### config.mk
export PLATFORM = sky130hd
export DESIGN_NAME = lsu_port_flat
export DESIGN_NICKNAME = d
export VERILOG_FILES = /design/src/rtl/lsu_port_pkg.sv /design/src/rtl/lsu_port_if.sv /design/src/rtl/lsu_align_chk.sv /design/src/rtl/lsu_port.sv /design/src/flat_wrapper.sv
export SDC_FILE = /design/constraint.sdc
export NUM_CORES = 1
export LEC_CHECK = 0
export CAP_MARGIN = 20
export CORE_UTILIZATION = 39
export CTS_CLUSTER_SIZE = 40
export DETAILED_ROUTE_END_ITERATION = 16
export PLACE_DENSITY = 0.8
export SYNTH_ARGS = -nofsm -noshare
export SYNTH_HDL_FRONTEND = slang
export SYNTH_SLANG_ARGS = --single-unit
### constraint.sdc
create_clock -name clk -period 1.4 [get_ports clk]
set_input_delay 0.21 -clock clk [delete_from_list [all_inputs] [get_ports clk]]
set_output_delay 0.21 -clock clk [all_outputs]
set_load 0.05 [all_outputs]
### src/rtl/lsu_port_pkg.sv
// Shared types and constants for the load/store port: FSM encoding, access
// size codes and the value mem_ctrl rests at when no access is in flight.
package lsu_port_pkg;

  localparam int unsigned CTRL_W = 3;
  localparam int unsigned SIZE_W = 2;

  typedef enum logic [1:0] {
    IDLE  = 2'd0,
    ISSUE = 2'd1,
    RESP  = 2'd2
  } state_t;

  localparam logic [SIZE_W-1:0] SZ_B = 2'd0;
  localparam logic [SIZE_W-1:0] SZ_H = 2'd1;
  localparam logic [SIZE_W-1:0] SZ_W = 2'd2;
  localparam logic [SIZE_W-1:0] SZ_D = 2'd3;

  localparam logic [CTRL_W-1:0] MEM_CTRL_IDLE = 3'b011;

endpackage

### src/rtl/lsu_port_if.sv
// Pipeline request/response handshake plus data-memory port of the LSU.
// slave: the LSU itself; master: the pipeline and memory surrounding it.
interface lsu_port_if
  import lsu_port_pkg::*;
#(
  parameter int unsigned bits       = 64,
  parameter int unsigned addr_width = 10
);

  logic                  req_valid;
  logic                  req_ready;
  logic                  req_we;
  logic [CTRL_W-1:0]     req_ctrl;
  logic [addr_width-1:0] req_addr;
  logic [bits-1:0]       req_wdata;

  logic                  resp_valid;
  logic                  resp_ready;
  logic [bits-1:0]       resp_rdata;
  logic                  resp_err;

  logic [CTRL_W-1:0]     mem_ctrl;
  logic [addr_width-1:0] mem_addr;
  logic [bits-1:0]       mem_wdata;
  logic                  mem_we;
  logic [bits-1:0]       mem_rdata;

  modport slave (
    input  req_valid, req_we, req_ctrl, req_addr, req_wdata, resp_ready, mem_rdata,
    output req_ready, resp_valid, resp_rdata, resp_err,
           mem_ctrl, mem_addr, mem_wdata, mem_we
  );

  modport master (
    output req_valid, req_we, req_ctrl, req_addr, req_wdata, resp_ready, mem_rdata,
    input  req_ready, resp_valid, resp_rdata, resp_err,
           mem_ctrl, mem_addr, mem_wdata, mem_we
  );

endinterface

### src/rtl/lsu_align_chk.sv
// Flags an access whose address is not a multiple of its size; bytes never are.
module lsu_align_chk
  import lsu_port_pkg::*;
(
  input  logic [SIZE_W-1:0] size,
  input  logic [2:0]        addr_lo,
  output logic              misaligned_c
);

  always_comb begin
    misaligned_c = 1'b0;
    unique case (size)
      SZ_B:    misaligned_c = 1'b0;
      SZ_H:    misaligned_c = addr_lo[0];
      SZ_W:    misaligned_c = |addr_lo[1:0];
      default: misaligned_c = |addr_lo;
    endcase
  end

endmodule

### src/rtl/lsu_port.sv
// Single-outstanding load/store port: accept -> one memory cycle -> response.
// Define LSU_MISALIGN_TRAP_EN to reject misaligned accesses without touching memory.
module lsu_port
  import lsu_port_pkg::*;
#(
  parameter int unsigned bits       = 64,
  parameter int unsigned addr_width = 10
) (
  input  logic       clk,
  input  logic       async_reset_n,
  lsu_port_if.slave  bus
);

`ifdef LSU_MISALIGN_TRAP_EN
  localparam bit trap_en = 1'b1;
`else
  localparam bit trap_en = 1'b0;
`endif

  state_t state_q, state_d;

  logic                  misaligned_c;
  logic                  trap_c;
  logic                  req_ready_c;
  logic                  accept_c;

  logic                  mem_we_q,    mem_we_d;
  logic [CTRL_W-1:0]     mem_ctrl_q,  mem_ctrl_d;
  logic [addr_width-1:0] mem_addr_q,  mem_addr_d;
  logic [bits-1:0]       mem_wdata_q, mem_wdata_d;
  logic [bits-1:0]       rdata_q,     rdata_d;
  logic                  err_q,       err_d;

  lsu_align_chk u_align_chk (
    .size         (bus.req_ctrl[SIZE_W-1:0]),
    .addr_lo      (bus.req_addr[2:0]),
    .misaligned_c (misaligned_c)
  );

  assign trap_c      = trap_en && misaligned_c;
  assign req_ready_c = (state_q == IDLE) || ((state_q == RESP) && bus.resp_ready);
  assign accept_c    = bus.req_valid && req_ready_c;

  // State register
  always_ff @(posedge clk or negedge async_reset_n) begin
    if (!async_reset_n) state_q <= IDLE;
    else                state_q <= state_d;
  end

  // Next state; a trapped request bypasses the memory cycle
  always_comb begin
    state_d = state_q;
    unique case (state_q)
      IDLE:  if (accept_c) state_d = trap_c ? RESP : ISSUE;
      ISSUE: state_d = RESP;
      RESP:  if (bus.resp_ready) state_d = accept_c ? (trap_c ? RESP : ISSUE) : IDLE;
      default: state_d = IDLE;
    endcase
  end

  // Next values of the registered memory and response outputs
  always_comb begin
    mem_we_d    = 1'b0;
    mem_ctrl_d  = MEM_CTRL_IDLE;
    mem_addr_d  = '0;
    mem_wdata_d = '0;
    rdata_d     = rdata_q;
    err_d       = err_q;

    if ((state_q == RESP) && bus.resp_ready) begin
      rdata_d = '0;
      err_d   = 1'b0;
    end

    // The mem registers hold the latched request for the ISSUE cycle
    if (state_q == ISSUE) begin
      rdata_d = mem_we_q ? '0 : bus.mem_rdata;
      err_d   = 1'b0;
    end

    if (accept_c) begin
      if (trap_c) begin
        rdata_d = '0;
        err_d   = 1'b1;
      end else begin
        mem_we_d    = bus.req_we;
        mem_ctrl_d  = bus.req_ctrl;
        mem_addr_d  = bus.req_addr;
        mem_wdata_d = bus.req_wdata;
      end
    end
  end

  always_ff @(posedge clk or negedge async_reset_n) begin
    if (!async_reset_n) begin
      mem_we_q    <= 1'b0;
      mem_ctrl_q  <= MEM_CTRL_IDLE;
      mem_addr_q  <= '0;
      mem_wdata_q <= '0;
      rdata_q     <= '0;
      err_q       <= 1'b0;
    end else begin
      mem_we_q    <= mem_we_d;
      mem_ctrl_q  <= mem_ctrl_d;
      mem_addr_q  <= mem_addr_d;
      mem_wdata_q <= mem_wdata_d;
      rdata_q     <= rdata_d;
      err_q       <= err_d;
    end
  end

  assign bus.req_ready  = req_ready_c;
  assign bus.resp_valid = (state_q == RESP);
  assign bus.resp_rdata = rdata_q;
  assign bus.resp_err   = err_q;
  assign bus.mem_we     = mem_we_q;
  assign bus.mem_ctrl   = mem_ctrl_q;
  assign bus.mem_addr   = mem_addr_q;
  assign bus.mem_wdata  = mem_wdata_q;

endmodule

### src/flat_wrapper.sv
// flat-port wrapper written by rule: the top's interface ports become plain ports
module lsu_port_flat import lsu_port_pkg::*;
#(
  parameter int unsigned bits       = 64,
  parameter int unsigned addr_width = 10
)
  (clk, async_reset_n, bus_req_valid, bus_req_we, bus_req_ctrl, bus_req_addr, bus_req_wdata, bus_resp_ready, bus_mem_rdata, bus_req_ready, bus_resp_valid, bus_resp_rdata, bus_resp_err, bus_mem_ctrl, bus_mem_addr, bus_mem_wdata, bus_mem_we);
  lsu_port_if #(.bits(bits), .addr_width(addr_width)) bus_i ();
  input  logic clk;
  input  logic async_reset_n;
  input wire logic [$bits(bus_i.req_valid)-1:0] bus_req_valid;
  input wire logic [$bits(bus_i.req_we)-1:0] bus_req_we;
  input wire logic [$bits(bus_i.req_ctrl)-1:0] bus_req_ctrl;
  input wire logic [$bits(bus_i.req_addr)-1:0] bus_req_addr;
  input wire logic [$bits(bus_i.req_wdata)-1:0] bus_req_wdata;
  input wire logic [$bits(bus_i.resp_ready)-1:0] bus_resp_ready;
  input wire logic [$bits(bus_i.mem_rdata)-1:0] bus_mem_rdata;
  output wire logic [$bits(bus_i.req_ready)-1:0] bus_req_ready;
  output wire logic [$bits(bus_i.resp_valid)-1:0] bus_resp_valid;
  output wire logic [$bits(bus_i.resp_rdata)-1:0] bus_resp_rdata;
  output wire logic [$bits(bus_i.resp_err)-1:0] bus_resp_err;
  output wire logic [$bits(bus_i.mem_ctrl)-1:0] bus_mem_ctrl;
  output wire logic [$bits(bus_i.mem_addr)-1:0] bus_mem_addr;
  output wire logic [$bits(bus_i.mem_wdata)-1:0] bus_mem_wdata;
  output wire logic [$bits(bus_i.mem_we)-1:0] bus_mem_we;
  assign bus_i.req_valid = bus_req_valid;
  assign bus_i.req_we = bus_req_we;
  assign bus_i.req_ctrl = bus_req_ctrl;
  assign bus_i.req_addr = bus_req_addr;
  assign bus_i.req_wdata = bus_req_wdata;
  assign bus_i.resp_ready = bus_resp_ready;
  assign bus_i.mem_rdata = bus_mem_rdata;
  assign bus_req_ready = bus_i.req_ready;
  assign bus_resp_valid = bus_i.resp_valid;
  assign bus_resp_rdata = bus_i.resp_rdata;
  assign bus_resp_err = bus_i.resp_err;
  assign bus_mem_ctrl = bus_i.mem_ctrl;
  assign bus_mem_addr = bus_i.mem_addr;
  assign bus_mem_wdata = bus_i.mem_wdata;
  assign bus_mem_we = bus_i.mem_we;
  lsu_port #(.bits(bits), .addr_width(addr_width)) u_core (.clk(clk), .async_reset_n(async_reset_n), .bus(bus_i));
endmodule
==> results of run 1 <==
-- cells in the final DEF (no fill, tap or decap) --
cell type        netlist  routed
dfrtp_4                0       1
dfrtp_1              142     140
nand2b_4               0       4
buf_16                 0       7
buf_4                 11      13
o21ai_0                1       1
inv_1                  6       6
nand2_1               59      59
dfrtp_2                0       1
nand3b_1              58      58
clkbuf_16              0      33
nor3b_4                1       1
a221oi_1               6       3
nand2b_1              10       7
conb_1                 1       1
buf_8                  0       5
buf_6                  1      13
and2_4                 0      63
dfstp_2                2       2
diode_2                0       5
a221oi_2               0       3
bufinv_16              0       3
nor2_4                 0       2
dlygate4sd3_1          0       1
a21oi_2                0      35
buf_12                 0     157
a21oi_1               64      29
clkdlybuf4s50_1        0     144
nor2b_4                0       3
and2_1                76      13
clkinv_4               0       3
clkbuf_1              16       4
clkinv_2               0       3
clkinvlp_4             0       1
-- per-layer routing --
metal / GRT usage, % / wire, um / up-vias
met3: 12.9 / 2950 / 125
li1: - / - / 2225
met1: 36.4 / 10300 / 2878
met5: 0 / 12 / -
met4: 15.9 / 1770 / 2
met2: 61.4 / 15400 / 449
-- worst max-delay path by stage --
stage | cells after the start | from | end
6_report | 7 | u_core.state_q[1] | u_core.bus.mem_wdata[17]
3_3_place_gp | 5 | bus_resp_ready | u_core.bus.mem_wdata[33]
2_1_floorplan | 4 | u_core.bus.mem_we | u_core.bus.resp_rdata[61]
4_1_cts | 4 | u_core.state_q[1] | bus_req_ready
5_1_grt | 7 | u_core.state_q[1] | u_core.bus.mem_wdata[59]
3_5_place_dp | 5 | bus_resp_ready | u_core.bus.mem_wdata[61]
-- worst register-to-register path, cell delays in order, from the launching register on --
cell     delay [ps]
dfrtp_1         410
nor2b_4         150
buf_4           150
nor3b_4         230
buf_6           160
buf_8           150
buf_8           150
and2_1          170
-- metrics by stage --
stage | setup slack, ps | utilization [%] | setup TNS [ps]
2_1_floorplan | 67.2 | - | 0
3_3_place_gp | -110 | 75.2 | -8330
3_5_place_dp | -226 | 75.2 | -16510
4_1_cts | -162 | 82.6 | -3330
5_1_grt | -207 | 88.8 | -20520
6_report | -216 | 88.9 | -19270
-- layout make-up --
class                      count  area [um2]
sequential                   144        3610
antenna                        5        12.5
tap                          176         220
clock buffer                  21         440
clock inverter                10         139
fill                         495        1500
multi-input combinational    282        2000
timing repair buffer         356        5510
inverter                       6        22.5
-- flip-flops by register name, indices dropped and copies added, names as in the netlist --
register               flops
u_core.bus.resp_rdata     64
u_core.bus.mem_addr       10
u_core.state_q             2
u_core.bus.mem_wdata      64
u_core.bus.mem_we          1
u_core.bus.mem_ctrl        3
-- timing repair --
item / 4_1_cts / 5_1_grt
resized for setup: 37 / 101
setup endpoints to repair: 10 / 145
endpoints found under the hold margin: 31 / 0
setup buffers: 10 / 4
pin swaps: 65 / 23
hold buffers: 1 / 0
cloned: 7 / 25
-- power groups by stage --
stage                     Clock (uW)  Combinational [uW]  Sequential, uW
after floorplan                    0                1210            8310
after global placement             0                8410            5910
after detailed placement           0                8620            5990
after CTS                       4580                9200            5930
after global routing            4820               10500            6090
final                           4700               10300            6030
-- cells by family (layout without fill, tap and decap cells) --
group | after synthesis | after routing | share of synthesized area (%)
other | 1 | 6 | 0.0687
buffers and inverters | 44 | 393 | 4.15
AND/OR/NAND/NOR | 209 | 210 | 22.8
flip-flops | 144 | 144 | 66.1
AO/OA/AOI/OAI | 71 | 71 | 6.92
==> summary.md, run 1 <==
| Metric | Value |
|---|---|
| Dpl cells | `917` |
| FP Rows | `42` |
| Total CTS buffers | `17` |
| Sequential power share | `28.7%` |
| Final setup violation count | `142` |
| Clock Tree Buf Depth | `2` |
| Top-area cell type share of the netlist area | `65.1%` |
| Worst setup path category | `flop to flop` |
| Clock Sinks | `144` |
| R2r endpoint | `u_core.bus.mem_wdata[17]` |
| Crit-path cells | `nor2b_4 -> buf_4 -> nor3b_4 -> buf_6 -> buf_8 -> buf_8 -> and2_1` |
| Core area | `0.0135 mm2` |
| Die height | `120 um` |
| DRC | `0` |
| CTS tree | `done` |
| VDD IR max | `0.00134 V` |
| Die X | `120 um` |
| IO Pins | `291` |
| Post-Syn Area | `0.00546 mm2` |
| Mapped Cells | `469` |
| Register-to-register setup slack | `-220 ps` |
| Crit path time final | `1620 ps` |
| Top post-synthesis cells by area | `dfrtp_1 65%, and2_1 8.7%, nand3b_1 8.0%, a21oi_1 5.9%, nand2_1 4.1%` |
| GRT Util Overall | `34.7%` |
| Clock root buffer master | `clkbuf_16` |
| CP endpoint kind | `flop` |
| Synth Flop Type | `dfrtp_1` |
| Seq cells post-synth | `144` |
| WHS | `306 ps` |
| Combinational share of power | `48.9%` |
| Setup Skew | `23.0 ps` |
| # Max-Cap Violations | `0` |
| Switching fraction of total power | `39.1%` |
| Clock-pin slew on the worst setup and hold paths | `70 ps` |
| Period utilization | `115%` |
| Vias in the first global route | `5,959` |
| Cell taking the most area after synthesis | `dfrtp_1` |
| Net count after synthesis | `615` |
| Cell internal pwr | `12,800 uW` |
| Ratio of cells with drive above 1 in the final layout | `43.1%` |
| Critical Path RT | `1760 ps` |
| Lkg Pwr | `0.00529 uW` |
| EDFF count, synth | `0` |
| PD cells | `1760 mW/mm2` |
| Final cell count without fillers | `1,000` |
| Worst reg2reg path startpoint | `u_core.state_q[1]` |
| Total chip power | `21,000 uW` |
| Netlist cell types | `19` |
| First-pass GRT wire length | `36.2 mm` |
| Largest delay share family, worst path | `buffers and inverters` |
| Failing checks | `setup timing` |
| Post-route cell area | `0.0120 mm2` |
| Vias per cell | `5.68` |
| DP Area | `0.0101 mm2` |
| Syn avg cell area | `11.6 um2` |
| Clock network power share | `22.4%` |
| Startpoint types | `flop` |
| Grt total ovfl | `0` |
| Iteration-0 DRC Markers | `577` |
| Hpwl dp | `14.8 mm` |
| Skew-Pair Late Insertion Delay | `440 ps` |
| Average wire per cell in the routed design | `30.4 um` |
| Initial antenna violation count | `6` |
| IO buf count | `289` |
| Nets | `953` |
| Pin count of the biggest net entering global routing | `45` |
| Synth warnings | `0` |
| CP max FO | `5` |
| Max Slew Vio Count | `0` |
| Slowest stage cell, crit path | `dfrtp_1` |
| Sequential area share after synthesis | `66.1%` |
| Most common cell on crit path | `buf_8` |
| Top post-synthesis cells by count | `142 x dfrtp_1, 76 x and2_1, 64 x a21oi_1` |
| Ys async rst share | `100%` |
| Antenna Nets Post-Route | `0` |
| Hold Vio Cnt, Final | `0` |
| Final wirelength | `30.4 mm` |
| Buf/Inv on CP | `4` |
| H-tree Lvls | `4` |
| Die area | `0.0145 mm2` |
| Initial Utilization | `40.6%` |
| RD Place Congestion | `0.785` |
| Max incr delay on CP | `410 ps` |
| Switching pwr | `8220 uW` |
| PnR worst setup slack | `-216 ps` |
| Area grow syn2layout | `119%` |
| CP arrival | `1980 ps` |
| R2R depth | `7` |
| Status | `complete, but fails checks` |
| First-pass DRT Iterations | `6` |
| Vias | `5,679` |
| RSZ-0062 raised after global routing | `true` |
| Fmax | `0.619 GHz` |
| Most common cell in the netlist | `dfrtp_1` |
| Worst hold path class | `input port to async pin` |
Note: power is estimated with default switching activity, not from simulation.
==> run 2: changes to the inputs <==
- SKIP_LAST_GASP: default -> 1
==> run 2 against run 1 <==
Against the previous run:
- the flow still finishes with violations (setup timing)
- first-iteration DRC count down 6.6%
- clock skew about the same
- sequential power is essentially flat
- highest routed layer is now met4
==> summary.md, run 2 (synthesized netlist as in run 1, its figures left out) <==
| Metric | Value |
|---|---|
| CP endpoint kind | `flop` |
| Pre-CTS WS | `-226 ps` |
| Antenna Nets Post-Route | `0` |
| Iteration-0 DRC Markers | `539` |
| Grt total ovfl | `0` |
| Hold Vio Cnt, Final | `0` |
| Crit path time final | `1700 ps` |
| Sequential power share | `28.7%` |
| Core area | `0.0135 mm2` |
| CTS tree | `done` |
| Ratio of cells with drive above 1 in the final layout | `42.2%` |
| Period utilization | `121%` |
| Final setup violation count | `142` |
| Skew-Pair Late Insertion Delay | `440 ps` |
| H-tree Lvls | `4` |
| CP max FO | `10` |
| First-pass GRT wire length | `36.2 mm` |
| Worst setup path category | `flop to flop` |
| Initial Utilization | `40.6%` |
| Die height | `120 um` |
| # Max-Cap Violations | `0` |
| Area grow syn2layout | `117%` |
| Hpwl dp | `14.8 mm` |
| Switching pwr | `8230 uW` |
| Commonest non-fill, non-tap cells in the layout | `161 x buf_12, 144 x clkdlybuf4s50_1, 140 x dfrtp_1` |
| FP Rows | `42` |
| Nets | `950` |
| Switching fraction of total power | `39.3%` |
| M3 GR Usage | `11.9%` |
| Total CTS buffers | `17` |
| Peak-usage layer in the global routing report | `met2` |
| Setup Skew | `22.7 ps` |
| Initial antenna violation count | `2` |
| PnR worst setup slack | `-300 ps` |
| RD Place Congestion | `0.785` |
| Final wirelength | `31.2 mm` |
| Clock-pin slew on the worst setup and hold paths | `70 ps` |
| Combinational share of power | `48.9%` |
| VDD IR max | `0.00115 V` |
| Clock Sinks | `144` |
| GR Util met2 | `61.6%` |
| Average wire per cell in the routed design | `31.3 um` |
| RSZ-0062 raised after global routing | `true` |
| Vias | `5,735` |
| IO buf count | `289` |
| Clock network power share | `22.4%` |
| Worst hold path class | `input port to async pin` |
| First-pass DRT Iterations | `5` |
| Max Slew Vio Count | `0` |
| Fmax | `0.588 GHz` |
| DRC | `0` |
| Cell internal pwr | `12,700 uW` |
| Sum Neg Setup Slack | `-19,470 ps` |
| GRT Util Overall | `35.1%` |
| PD cells | `1770 mW/mm2` |
| Lkg Pwr | `0.00524 uW` |
| Clock root buffer master | `clkbuf_16` |
| Status | `complete, but fails checks` |
| Vias per cell | `5.76` |
| Die area | `0.0145 mm2` |
| Vias in the first global route | `5,978` |
| Clock Tree Buf Depth | `2` |
| Critical Path RT | `1730 ps` |
| Failing checks | `setup timing` |
| Met1 GRT Util | `35.9%` |
| Commonest non-fill, non-tap cell in the layout | `buf_12` |
| Die X | `120 um` |
| Startpoint types | `flop` |
| Pin count of the biggest net entering global routing | `45` |
| IO Pins | `291` |
| CP arrival | `2030 ps` |
==> run 2: cell type report <==
type	count	area, um2
sequential	144	3610
clock inverter	10	139
timing repair buffer	354	5440
multi-input combinational	281	1980
antenna	3	7.51
clock buffer	21	440
inverter	6	22.5
tap	176	220
fill	490	1600
==> run 2: path summary, 6_finish.rpt <==
| check | from | end | slack, ps | cells past startpoint |
|---|---|---|---|---|
| min | async_reset_n | u_core.bus.mem_wdata[15] | 290 | 2 |
| max in group asynchronous | async_reset_n | u_core.bus.resp_rdata[43] | 490 | 3 |
| max | u_core.state_q[1] | u_core.bus.resp_rdata[50] | -300 | 8 |
| min reg2reg | u_core.bus.resp_rdata[44] | u_core.bus.resp_rdata[44] | 570 | 2 |
| max reg2reg | u_core.state_q[1] | u_core.bus.resp_rdata[50] | -300 | 8 |
| min in group clk | bus_req_wdata[23] | u_core.bus.mem_wdata[23] | 330 | 2 |
==> run 2: critical path, cell delays in order (launching register included) <==
cell and delay, ps:
dfrtp_1 390, buf_4 170, buf_4 150, nor2b_4 160
buf_12 170, buf_12 110, buf_16 120, nand3b_1 130
a21oi_1 200
==> run 2: repair_timing <==
action,CTS,global route
hold buffers,1,0
pin swaps,5,62
gates resized for setup,14,111
endpoints found under the setup margin,10,146
hold endpoints to repair,31,0
cloned,7,18
buffers inserted,10,9
==> run 2: layer usage <==
metal  share of wire (%)  vias to the layer above  routed length, um
li1                    -                     2213                  -
met1                  31                     2855               9700
met2                  50                      499              15500
met3                  11                      168               3410
met4                 8.2                        0               2550
met5                   0                        -                  0
==> run 2: power by group through the flow <==
stage / Combinational (uW) / Clock, uW / Sequential [uW]
final: 10200 / 4710 / 6020
after global routing: 10500 / 4840 / 6080
after CTS: 9100 / 4580 / 5930
after detailed placement: 8620 / 0 / 5990
after global placement: 8410 / 0 / 5910
after floorplan: 1210 / 0 / 8310
==> run 2: per-stage QoR <==
step           cell area [um2]  total power [uW]  cells  utilization (%)  hold slack, ps
2_1_floorplan             5460              9520    469                -           -85.6
3_3_place_gp             10100             14300    917             75.2             135
3_5_place_dp             10100             14600    917             75.2             145
4_1_cts                  11100             19600    966             82.2             282
5_1_grt                  11900             21400    995             88.1             304
6_report                 11900             21000    995             88.1             285
